==> src/rtl/qmem_sram16_ctrl.sv <==
// QMEM 16-bit slave driving an external asynchronous 16-bit SRAM.
// Each QMEM access becomes one SRAM word cycle with programmable read/write
// wait states. All outputs, including every SRAM strobe, come straight from
// flops, so the pads never see a combinational glitch.
module qmem_sram16_ctrl #(
  parameter int QAW   = 22,
  parameter int QSW   = 2,
  parameter int QDW   = 16,
  parameter int SAW   = 20,
  parameter int RD_WS = 2,
  parameter int WR_WS = 1
) (
  input  logic           clk,
  input  logic           rst_n,
  input  logic [QAW-1:0] adr,
  input  logic           cs,
  input  logic           we,
  input  logic [QSW-1:0] sel,
  input  logic [QDW-1:0] dat_w,
  output logic [QDW-1:0] dat_r,
  output logic           ack,
  output logic           err,
  output logic [SAW-1:0] sram_adr,
  output logic           sram_ce_n,
  output logic           sram_oe_n,
  output logic           sram_we_n,
  output logic           sram_ub_n,
  output logic           sram_lb_n,
  output logic [15:0]    sram_dat_w,
  output logic           sram_dat_oe,
  input  logic [15:0]    sram_dat_r
);

  typedef enum logic [2:0] {
    IDLE,
    RD,
    WR_SETUP,
    WR_PULSE,
    DONE
  } state_t;

  localparam logic [3:0] RD_CNT = 4'(RD_WS);
  localparam logic [3:0] WR_CNT = 4'(WR_WS);

  state_t         state, state_d;
  logic [3:0]     wcnt, wcnt_d;
  logic           ack_d, err_d;
  logic [QDW-1:0] dat_r_d;
  logic [SAW-1:0] sram_adr_d;
  logic           ce_n_d, oe_n_d, we_n_d, ub_n_d, lb_n_d;
  logic [15:0]    sram_dat_w_d;
  logic           dat_oe_d;
  logic           out_of_range;

  // Any address bit above the SRAM's byte range makes the access invalid.
  assign out_of_range = (adr >> (SAW + 1)) != '0;

  // State, wait counter and every output register.
  // NOTE: asynchronous reset forces the strobes inactive at once, even mid
  // write pulse; sequential state uses non-blocking assignments only.
  always_ff @(posedge clk or negedge rst_n) begin
    if (!rst_n) begin
      state       <= IDLE;
      wcnt        <= '0;
      ack         <= 1'b0;
      err         <= 1'b0;
      dat_r       <= '0;
      sram_adr    <= '0;
      sram_ce_n   <= 1'b1;
      sram_oe_n   <= 1'b1;
      sram_we_n   <= 1'b1;
      sram_ub_n   <= 1'b1;
      sram_lb_n   <= 1'b1;
      sram_dat_w  <= '0;
      sram_dat_oe <= 1'b0;
    end else begin
      state       <= state_d;
      wcnt        <= wcnt_d;
      ack         <= ack_d;
      err         <= err_d;
      dat_r       <= dat_r_d;
      sram_adr    <= sram_adr_d;
      sram_ce_n   <= ce_n_d;
      sram_oe_n   <= oe_n_d;
      sram_we_n   <= we_n_d;
      sram_ub_n   <= ub_n_d;
      sram_lb_n   <= lb_n_d;
      sram_dat_w  <= sram_dat_w_d;
      sram_dat_oe <= dat_oe_d;
    end
  end

  // Next-state and next-output decode for the SRAM access sequence.
  always_comb begin
    // NOTE: every target gets a default before the case so no path through
    // the decode can leave a variable unassigned and infer a latch.
    state_d      = state;
    wcnt_d       = wcnt;
    ack_d        = 1'b0;
    err_d        = 1'b0;
    dat_r_d      = dat_r;
    sram_adr_d   = sram_adr;
    ce_n_d       = sram_ce_n;
    oe_n_d       = sram_oe_n;
    we_n_d       = sram_we_n;
    ub_n_d       = sram_ub_n;
    lb_n_d       = sram_lb_n;
    sram_dat_w_d = sram_dat_w;
    dat_oe_d     = sram_dat_oe;

    case (state)
      IDLE: begin
        if (cs) begin
          sram_adr_d = adr[SAW:1];
          if (out_of_range) begin
            ack_d   = 1'b1;
            err_d   = 1'b1;
            state_d = DONE;
          end else if (sel == '0) begin
            ack_d   = 1'b1;
            state_d = DONE;
          end else if (we) begin
            ce_n_d       = 1'b0;
            ub_n_d       = ~sel[1];
            lb_n_d       = ~sel[0];
            sram_dat_w_d = 16'(dat_w);
            dat_oe_d     = 1'b1;
            state_d      = WR_SETUP;
          end else begin
            ce_n_d  = 1'b0;
            oe_n_d  = 1'b0;
            ub_n_d  = ~sel[1];
            lb_n_d  = ~sel[0];
            wcnt_d  = RD_CNT;
            state_d = RD;
          end
        end
      end

      RD: begin
        if (wcnt == '0) begin
          // Sample the SRAM and release all strobes on the same edge.
          dat_r_d = QDW'(sram_dat_r);
          ce_n_d  = 1'b1;
          oe_n_d  = 1'b1;
          ub_n_d  = 1'b1;
          lb_n_d  = 1'b1;
          ack_d   = 1'b1;
          state_d = DONE;
        end else begin
          wcnt_d = wcnt - 4'd1;
        end
      end

      WR_SETUP: begin
        we_n_d  = 1'b0;
        wcnt_d  = WR_CNT;
        state_d = WR_PULSE;
      end

      WR_PULSE: begin
        if (wcnt == '0) begin
          // End the pulse but keep ce_n, address and data for one hold cycle.
          we_n_d  = 1'b1;
          ack_d   = 1'b1;
          state_d = DONE;
        end else begin
          wcnt_d = wcnt - 4'd1;
        end
      end

      DONE: begin
        ce_n_d   = 1'b1;
        oe_n_d   = 1'b1;
        we_n_d   = 1'b1;
        ub_n_d   = 1'b1;
        lb_n_d   = 1'b1;
        dat_oe_d = 1'b0;
        state_d  = IDLE;
      end

      default: begin
        ce_n_d   = 1'b1;
        oe_n_d   = 1'b1;
        we_n_d   = 1'b1;
        ub_n_d   = 1'b1;
        lb_n_d   = 1'b1;
        dat_oe_d = 1'b0;
        state_d  = IDLE;
      end
    endcase
  end

endmodule

==> config.mk <==
export PLATFORM = sky130hd
export DESIGN_NAME = qmem_sram16_ctrl
export DESIGN_NICKNAME = d
export VERILOG_FILES = /design/src/rtl/qmem_sram16_ctrl.sv
export SDC_FILE = /design/constraint.sdc
export NUM_CORES = 1
export LEC_CHECK = 0
export ABC_AREA = 1
export CAP_MARGIN = 20
export CELL_PAD_IN_SITES_DETAIL_PLACEMENT = 1
export CELL_PAD_IN_SITES_GLOBAL_PLACEMENT = 2
export CORE_ASPECT_RATIO = 0.6
export CORE_MARGIN = 3
export CORE_UTILIZATION = 31
export DETAILED_ROUTE_END_ITERATION = 6
export DONT_BUFFER_PORTS = 1
export PLACE_DENSITY = 0.7
export SKIP_CTS_REPAIR_TIMING = 1
export SLEW_MARGIN = 20
export SYNTH_ARGS = -nofsm -noshare
export SYNTH_HDL_FRONTEND = slang
export SYNTH_SLANG_ARGS = --single-unit
==> constraint.sdc <==
create_clock -name clk -period 1.5 [get_ports clk]
set_clock_uncertainty 0.15 [all_clocks]
set_input_delay 0.45 -clock clk [delete_from_list [all_inputs] [get_ports clk]]
set_output_delay 0.45 -clock clk [all_outputs]
set_load 0.005 [all_outputs]
## After elaboration in Yosys (flattened, before gate mapping)

Cells that the tools add are included.

| operators by class | value |
|---|---|
| add/sub/neg operators | 1 |
| equality and inequality tests | 12 |
| multiplexer cells | 44 |
| bitwise operators | 7 |
| reductions and logical operators | 17 |

Operators with widths:

| kind | count |
|---|---|
| 1-bit 2-to-1 mux | 25 |
| 4-bit 2-to-1 mux | 5 |
| 2-bit inequality test, second input constant | 8 |
| 1-bit case mux with 3 select lines | 5 |
| 5-bit AND reduction | 3 |
| 3-bit 2-to-1 mux | 4 |
| 4-bit case mux with 3 select lines | 1 |
| 6-bit AND reduction | 2 |
| 3-bit case mux with 3 select lines | 1 |
| 2-bit AND reduction | 4 |
| 1-bit NOT | 7 |
| 3-bit by 2-bit equality test with 1-bit output, second input constant | 2 |
| 2-bit OR reduction | 3 |
| 4-bit zero test | 1 |
| 1-bit case mux with 2 select lines | 2 |
| 4-bit by 1-bit subtractor with 4-bit output, second input constant | 1 |
| 3-bit by 1-bit equality test with 1-bit output, second input constant | 1 |
| 3-bit zero test | 1 |
| 3-bit nonzero test | 1 |
| 3-bit OR reduction | 1 |
| 2-bit zero test | 1 |
| 2-bit 2-to-1 mux | 1 |
| 2-bit by 1-bit inequality test with 1-bit output, second input constant | 1 |

| storage, ports and cells | value |
|---|---|
| register bits | 67 |
| input port bits | 60 |
| output and inout port bits | 60 |
| word-level logic and storage cells | 94 |

## Longest topological paths before layout

Gate-level depths: netlist of the first run.

| depth | value |
|---|---|
| word-level depth | 5 |
| gate-level depth with buffers | 8 |
| mapped depth without buffers | 8 |

## Worst setup path after synthesis of the first run

Ideal clock, no wire load.

| timing | value |
|---|---|
| path kind | register to register |
| start | reg wcnt[0] |
| end | reg dat_r[15] |
| setup time | 116 ps |
| arrival | 1,226 ps |
| data required time | 1,234 ps |
| setup slack | 8 ps |
| cell stages (with the launch flop) | 9 |
| buffers on the path | 1 |
| clock period less this slack | 1,492 ps |
| cell sequence | dfrtp_1 > inv_1 > ha_1 > nand2_1 > inv_2 > nand2_2 > buf_2 > nand2_1 > nand2_1 |

| between the ends | value |
|---|---|
| cells in the longest elaborated chain, start to end | 2 |

Ends and longest elaborated chain:

| what | line | RTL |
|---|---|---|
| start, declared | 46 | `logic [3:0] wcnt, wcnt_d;` |
| start signal, assigned | 78 | `wcnt <= wcnt_d;` |
| 4-bit zero test | 141 | `if (wcnt == '0) begin` |
| 2-bit AND reduction (no line) | -- |  |
| end signal, assigned | 81 | `dat_r <= dat_r_d;` |
| end, declared | 20 | `output logic [QDW-1:0] dat_r,` |

Every way passes these cells.
A chain may end at the register's enable or synchronous reset.

## Worst setup path in the final report of the first run

| timing | value |
|---|---|
| start | reg state[1] |
| end | reg sram_dat_w[10] |

| between the ends | value |
|---|---|
| cells in the longest elaborated chain, start to end | 2 |

Ends and longest elaborated chain:

| what | line | RTL |
|---|---|---|
| start, declared | 45 | `state_t state, state_d;` |
| start signal, assigned | 77 | `state <= state_d;` |
| 3-bit zero test | 111 | `case (state)` |
| 5-bit AND reduction (no line) | -- |  |
| end signal, assigned | 88 | `sram_dat_w <= sram_dat_w_d;` |
| end, declared | 29 | `output logic [15:0] sram_dat_w,` |

Every way passes these cells.

==> flow_metrics.py, run 1 <==
metrics = {
    "power": {
        "pwr-share-comb": 0.390,
        "leakage_uw": 0.001850,
        "p_int_uw": 5429,
        "vdd_drop_max_mv": 0.7093,
        "p_per_area_mw_per_mm2": 2460,
        "sw_frac_of_total": 0.4022,
        "p_sw_uw": 3653,
        "clkPwrFrac": 0.228,
        "p_seq_frac": 0.381,
    },
    "critical_path": {
        "crit_top_cell": "nor2_4",
        "crit_path_end_kind": "flop",
        "cp-start-kind": "flop",
        "worst-endpoint-arrival_ps": 1650,
        "path_cells": "nor2_4, nand3_4, nor2_4, buf_12, clkbuf_16, nand3_2, nand2_1",
        "worstSetupPathType": "flop to flop",
        "critPathBufInv": 2,
        "cp_slowest_stage_delay_ps": 410,
        "crit_fanout": 8,
        "worst_ep_required_time_ps": 1620,
        "cpMaxStageDelayCell": "dfrtp_1",
        "cp_top_family": "simple AND/OR/NAND/NOR gates",
    },
    "route": {
        "wl_per_cell_microns": 17.54,
        "vias_per_cell": 4.958,
        "num_vias": 2355,
        "drt_iter0_markers": 69,
        "drtPass1Iterations": 4,
        "antenna_left": 0,
        "drc_errors": 0,
        "totalWireLength_microns": 8332,
    },
    "synth": {
        "synth.top_cells.by_count": "147 x nand2_1, 66 x nand3_1, 62 x dfrtp_1",
        "ys_async_sr_fraction": 1.000,
        "synth_edf_count": 0,
        "ys_ff_latch": 67,
        "syn_avg_cell_area_sq_um": 8.550,
        "synth_top_area_share": 0.5401,
        "ys_types": 21,
        "synth_cells": 336,
        "netlist_area_sq_mm": 0.002873,
        "synthFlopType": "dfrtp_1",
        "ys_warn_count": 0,
        "synth_nets": 398,
        "synthTopCellsByArea": "dfrtp_1 54%, nand2_1 19%, nand3_1 11%, dfstp_2 4.6%, buf_2 1.6%",
        "yosysSeqAreaShare": 0.5858,
        "synth_largest_area_cell": "dfrtp_1",
        "yosysMostFrequentCell": "nand2_1",
    },
    "die": {
        "die_w_microns": 130.3,
        "initial_core_util": 0.3283,
        "die_h_microns": 80.57,
        "die_area_sq_mm": 0.01050,
        "core_sq_mm": 0.008751,
        "num_io_pins": 120,
        "num_rows": 26,
    },
    "clock_tree": {
        "clockRootBuffer": "clkbuf_16",
        "clkLatencyLatePin_ps": 330,
        "clk_pin_slew_ps": 60,
        "clkSinkCount": 67,
        "cts_buffer_depth": 2,
        "htree_levels": 3,
        "cts_buffers": 9,
        "cts_tree": "yes",
    },
    "sta": {
        "hold_viol": 67,
        "worst_hold_slack_ps": -337.0,
        "max_slew_margin": 0.8005,
        "worstMarginPinSlew_ps": 299.2,
        "min_period_ps": 1529,
        "fmax_mhz": 654.2,
        "setup_viol": 11,
        "fin_crit_sh": 1.019,
        "finalMaxSlewViolations": 0,
        "post-route-worst-setup-slack_ps": -28.65,
        "grt_setup_unrepaired": "true",
    },
    "placement": {
        "place.gp.congestion": 0.7854,
        "io_buffers": 0,
        "dp_slack_ps": -116.2,
        "dp_hpwl_microns": 5752,
    },
    "grt": {
        "grt_max_degree": 68,
        "grt_overflow": 0,
        "grt_usage": 0.1625,
        "grt_first_pass_wirelength_microns": 13010,
        "antenna_found_initial": 0,
        "grt_pass1_vias": 2478,
    },
    "cells_and_area": {
        "num-nets-final": 420,
        "syn2layout_area_growth_pct": 28.53,
        "drive_gt1_frac": 0.2452,
        "diodes": 0,
    },
    "min_path": {
        "hold_path.class": "input pin to asynchronous set/reset pin",
    },
    "flow_run": {
        "cap_violations": 0,
    },
    "run_status": {
        "status": "finished with violations",
        "violations": "negative hold slack, negative setup slack",
    },
}
worst reg2reg max path: stages, from the launching register on:
cell	delay [ps]
dfrtp_1	410
nor2_4	210
nand3_4	130
nor2_4	140
buf_12	140
clkbuf_16	160
nand3_2	60
nand2_1	70
kinds of logic (layout without fill, tap and decap cells):
kind of cell	count (synthesis)	in the layout	share of synthesized area
simple gates	229	230	0.3389
compound gates	11	11	0.02178
buf+inv	26	52	0.04181
fa+ha+maj	2	2	0.008709
xor+xnor	1	1	0.003049
flops	67	67	0.5858
worst paths after layout:
| kind | from | to | slack (ps) | cells after the start |
|---|---|---|---|---|
| max | state[1] | sram_dat_w[10] | -30 | 7 |
| min | rst_n | sram_dat_w[11] | -340 | 0 |
| max reg2reg | state[1] | sram_dat_w[10] | -30 | 7 |
| min reg2reg | sram_oe_n | sram_oe_n | 330 | 2 |
| max in group asynchronous | rst_n | sram_lb_n | 1350 | 0 |
| min in group clk | dat_w[15] | sram_dat_w[15] | 90 | 2 |
through the flow:
step           cells  area (sq um)    util  power [uW]  setup TNS [ps]
5_1_grt          475          3692  0.4219        9876           -3001
3_3_place_gp     455          3117  0.3562        6389          -772.1
6_report         475          3692  0.4219        9082          -104.9
4_1_cts          471          3411  0.3898        8638           -1921
3_5_place_dp     455          3117  0.3562        6513           -1669
2_1_floorplan    336          2873       -        5283               0
layout make-up:
cell class,count,area (sq um)
Fill cell,1003,5059
Timing Repair Buffer,23,250.2
Tap cell,112,140.1
Clock buffer,9,225.2
Multi-Input combinational cell,244,1264
Sequential cell,67,1685
Clock inverter,7,68.82
Inverter,13,58.81
registers in the layout, indices dropped and copies added, names as in the netlist:
name         cells
sram_dat_w      16
sram_ub_n        1
sram_lb_n        1
dat_r           16
sram_dat_oe      1
sram_oe_n        1
err              1
sram_ce_n        1
state            3
sram_we_n        1
wcnt             4
ack              1
sram_adr        20
cell usage in the layout, fill, tap and decap left out, types with 4 or more instances in the layout:
master and count:
clkbuf_16 10, buf_4 15, inv_1 8, dfstp_2 5, nor2_1 9, a21oi_1 4, nand2_2 9, dfrtp_1 60
nand3_2 11, nand3_1 52, nand3_4 4, nand2_1 136
power groups by stage:
stage / sequential [uW] / clock (uW) / combinational [uW]
detailed placement: 3490 / 0 / 3030
floorplan: 3260 / 0 / 2030
global route: 3590 / 2230 / 4060
CTS: 3470 / 2140 / 3020
finish: 3460 / 2070 / 3540
global placement: 3480 / 0 / 2910
metal layers:
layer	vias up	global-route usage	routed length [microns]
li1	1120	-	-
met1	1147	0.2107	3836
met2	79	0.2331	3622
met3	9	0.08571	792
met4	0	0.04979	81
met5	-	0	0
Power figures use the tool's default switching activity.
==> run 2: changes to the inputs <==
--- a/config.mk
+++ b/config.mk
@@ -5,16 +5,15 @@
 export SDC_FILE = /design/constraint.sdc
 export NUM_CORES = 1
 export LEC_CHECK = 0
-export ABC_AREA = 1
 export CAP_MARGIN = 20
 export CELL_PAD_IN_SITES_DETAIL_PLACEMENT = 1
 export CELL_PAD_IN_SITES_GLOBAL_PLACEMENT = 2
 export CORE_ASPECT_RATIO = 0.6
 export CORE_MARGIN = 3
-export CORE_UTILIZATION = 31
+export CORE_UTILIZATION = 40
 export DETAILED_ROUTE_END_ITERATION = 6
 export DONT_BUFFER_PORTS = 1
-export PLACE_DENSITY = 0.7
+export PLACE_DENSITY = 0.74
 export SKIP_CTS_REPAIR_TIMING = 1
 export SLEW_MARGIN = 20
 export SYNTH_ARGS = -nofsm -noshare
==> constraint.sdc (replaced) <==
create_clock -name clk -period 1.6 [get_ports clk]
set_clock_uncertainty 0.15 [all_clocks]
set_input_delay 0.48 -clock clk [delete_from_list [all_inputs] [get_ports clk]]
set_output_delay 0.48 -clock clk [all_outputs]
set_load 0.005 [all_outputs]
==> flow_metrics.py, run 2 <==
metrics = {
    "grt": {
        "grt_max_degree": 68,
        "grt_first_pass_wirelength_microns": 10210,
        "grt_usage": 0.1654,
        "grt_overflow": 0,
        "grt_pass1_vias": 1867,
        "antenna_found_initial": 0,
    },
    "route": {
        "drc_errors": 0,
        "drtPass1Iterations": 4,
        "num_vias": 1726,
        "drt_iter0_markers": 114,
        "totalWireLength_microns": 7004,
        "antenna_left": 0,
        "wl_per_cell_microns": 22.74,
        "vias_per_cell": 5.604,
    },
    "cells_and_area": {
        "regMostFlops": "sram_adr",
        "layout_commonest_cell": "dfrtp_1",
        "fill_cells": 596,
        "multi_input_area_sq_mm": 0.001305,
        "reg_top3": "sram_adr x20, dat_r x16, sram_dat_w x16",
        "most-common-layout-cells": "61 x dfrtp_1, 30 x mux2_4, 22 x mux2_2",
        "diodes": 0,
        "seq_area_sq_mm": 0.001684,
        "fin_cells": 308,
        "num-nets-final": 281,
        "largest_reg_flops": 20,
        "syn2layout_area_growth_pct": 30.06,
        "drive_gt1_frac": 0.5536,
    },
    "sta": {
        "worstMarginPinSlew_ps": 566.7,
        "max_slew_margin": 0.6214,
        "post-route-worst-setup-slack_ps": -175.4,
        "worst_hold_slack_ps": -293.6,
        "setup_viol": 58,
        "setup-tns-final_ps": -7928,
        "min_period_ps": 1775,
        "hold_viol": 67,
        "grt_setup_unrepaired": "true",
        "fin_crit_sh": 1.110,
        "fmax_mhz": 563.3,
        "finalMaxSlewViolations": 0,
    },
    "synth": {
        "netlist_area_sq_mm": 0.002801,
        "ys_warn_count": 0,
        "ys_types": 44,
        "yosysSeqAreaShare": 0.6007,
        "synth_nets": 255,
        "synth_largest_area_cell": "dfrtp_1",
        "synth_cells": 193,
        "synth.top_cells.by_count": "62 x dfrtp_1, 42 x mux2_2, 10 x mux2_1",
        "ys_async_sr_fraction": 1.000,
        "ys_ff_latch": 67,
        "syn_avg_cell_area_sq_um": 14.52,
        "synth_edf_count": 0,
        "synthTopCellsByArea": "dfrtp_1 55%, mux2_2 17%, dfstp_2 4.7%, mux2_1 4.0%, ha_1 0.89%",
        "synthFlopType": "dfrtp_1",
        "synth_top_area_share": 0.5538,
        "yosysMostFrequentCell": "dfrtp_1",
    },
    "run_status": {
        "status": "finished with violations",
        "violations": "negative hold slack, negative setup slack",
    },
    "critical_path": {
        "cpMaxStageDelayCell": "dfrtp_1",
        "crit_path_end_kind": "flop",
        "worstSetupPathType": "flop to flop",
        "worst_ep_required_time_ps": 1650,
        "cp-start-kind": "flop",
        "worst-endpoint-arrival_ps": 1820,
        "crit_fanout": 16,
        "cp_slowest_stage_delay_ps": 380,
        "path_cells": "inv_2, ha_4, nand4bb_4, nor3_4, buf_12, mux2_2",
    },
    "die": {
        "initial_core_util": 0.4349,
        "num_rows": 22,
        "die_w_microns": 114.0,
        "num_io_pins": 120,
        "core_sq_mm": 0.006441,
        "die_h_microns": 70.83,
        "die_area_sq_mm": 0.008077,
    },
    "clock_tree": {
        "clockRootBuffer": "clkbuf_16",
        "cts_buffer_depth": 2,
        "clkSinkCount": 67,
        "clkLatencyLatePin_ps": 320,
        "cts_buffers": 9,
        "clk_pin_slew_ps": 50,
        "cts_tree": "yes",
        "htree_levels": 3,
    },
    "placement": {
        "io_buffers": 0,
        "dp_cells": 286,
        "dp_hpwl_microns": 4908,
        "place.gp.congestion": 0.8167,
    },
    "min_path": {
        "hold_path.class": "input pin to asynchronous set/reset pin",
    },
    "flow_run": {
        "cap_violations": 0,
    },
    "power": {
        "p_per_area_mw_per_mm2": 2260,
        "vdd_drop_max_mv": 1.156,
        "leakage_uw": 0.001608,
    },
}
-- run 2: power by group --
part	internal, uW	switching [uW]	total (uW)
combinational	1950	1250	3200
sequential	2600	723	3320
clock	1030	682	1710
total	5580	2650	8240
-- run 2: metrics by stage --
| stage | setup WS, ps | util | instance area [sq um] | power [uW] |
|---|---|---|---|---|
| after floorplan | -294.7 | - | 2959 | 5147 |
| after global placement | -143.0 | 0.4920 | 3169 | 5801 |
| after detailed placement | -208.7 | 0.4920 | 3169 | 5994 |
| after CTS | -217.8 | 0.5326 | 3431 | 7767 |
| after global routing | -243.1 | 0.5657 | 3643 | 8703 |
| final | -175.4 | 0.5657 | 3643 | 8235 |
-- run 2: per-layer routing --
layer | GRT usage | wire, microns
met3 | 0.09145 | 632
met4 | 0.03162 | 69
met1 | 0.2005 | 2827
met2 | 0.2633 | 3474
met5 | 0 | 0
-- run 2: logic make-up after synthesis --
| group | Yosys count | share of synthesized area |
|---|---|---|
| compound gates | 27 | 0.07504 |
| fa+ha+maj | 2 | 0.008931 |
| buf+inv | 15 | 0.02590 |
| flops | 67 | 0.6007 |
| mux | 52 | 0.2090 |
| simple gates | 30 | 0.08039 |
-- run 2: critical path: cells and delay by family (launching register included) --
| family | cells | cell delay (ps) |
|---|---|---|
| and+or+nand+nor | 2 | 350 |
| buffers and inverters | 2 | 270 |
| muxes | 1 | 350 |
| adders and majority gates | 1 | 160 |
| DFF | 1 | 380 |
-- run 2: worst paths after layout --
path                       cells past startpoint   startpoint           to  slack, ps
setup / recovery                               6      wcnt[1]    dat_r[15]       -180
hold / removal                                 0        rst_n  sram_dat_oe       -290
setup reg to reg                               6      wcnt[1]    dat_r[15]       -180
hold reg to reg                                1  sram_adr[0]  sram_adr[0]        380
max in group asynchronous                      0        rst_n    sram_we_n       1410
min in group clk                               1      adr[21]          err        140
-- run 2: area by class of cell --
cell class | instances | area share
multi-input cells | 111 | 0.3582
clock inverters | 6 | 0.008929
clock buffers | 10 | 0.06284
inverters | 5 | 0.005151
well taps | 84 | 0.02885
flip-flops and latches | 67 | 0.4622
repair buffers | 25 | 0.07383
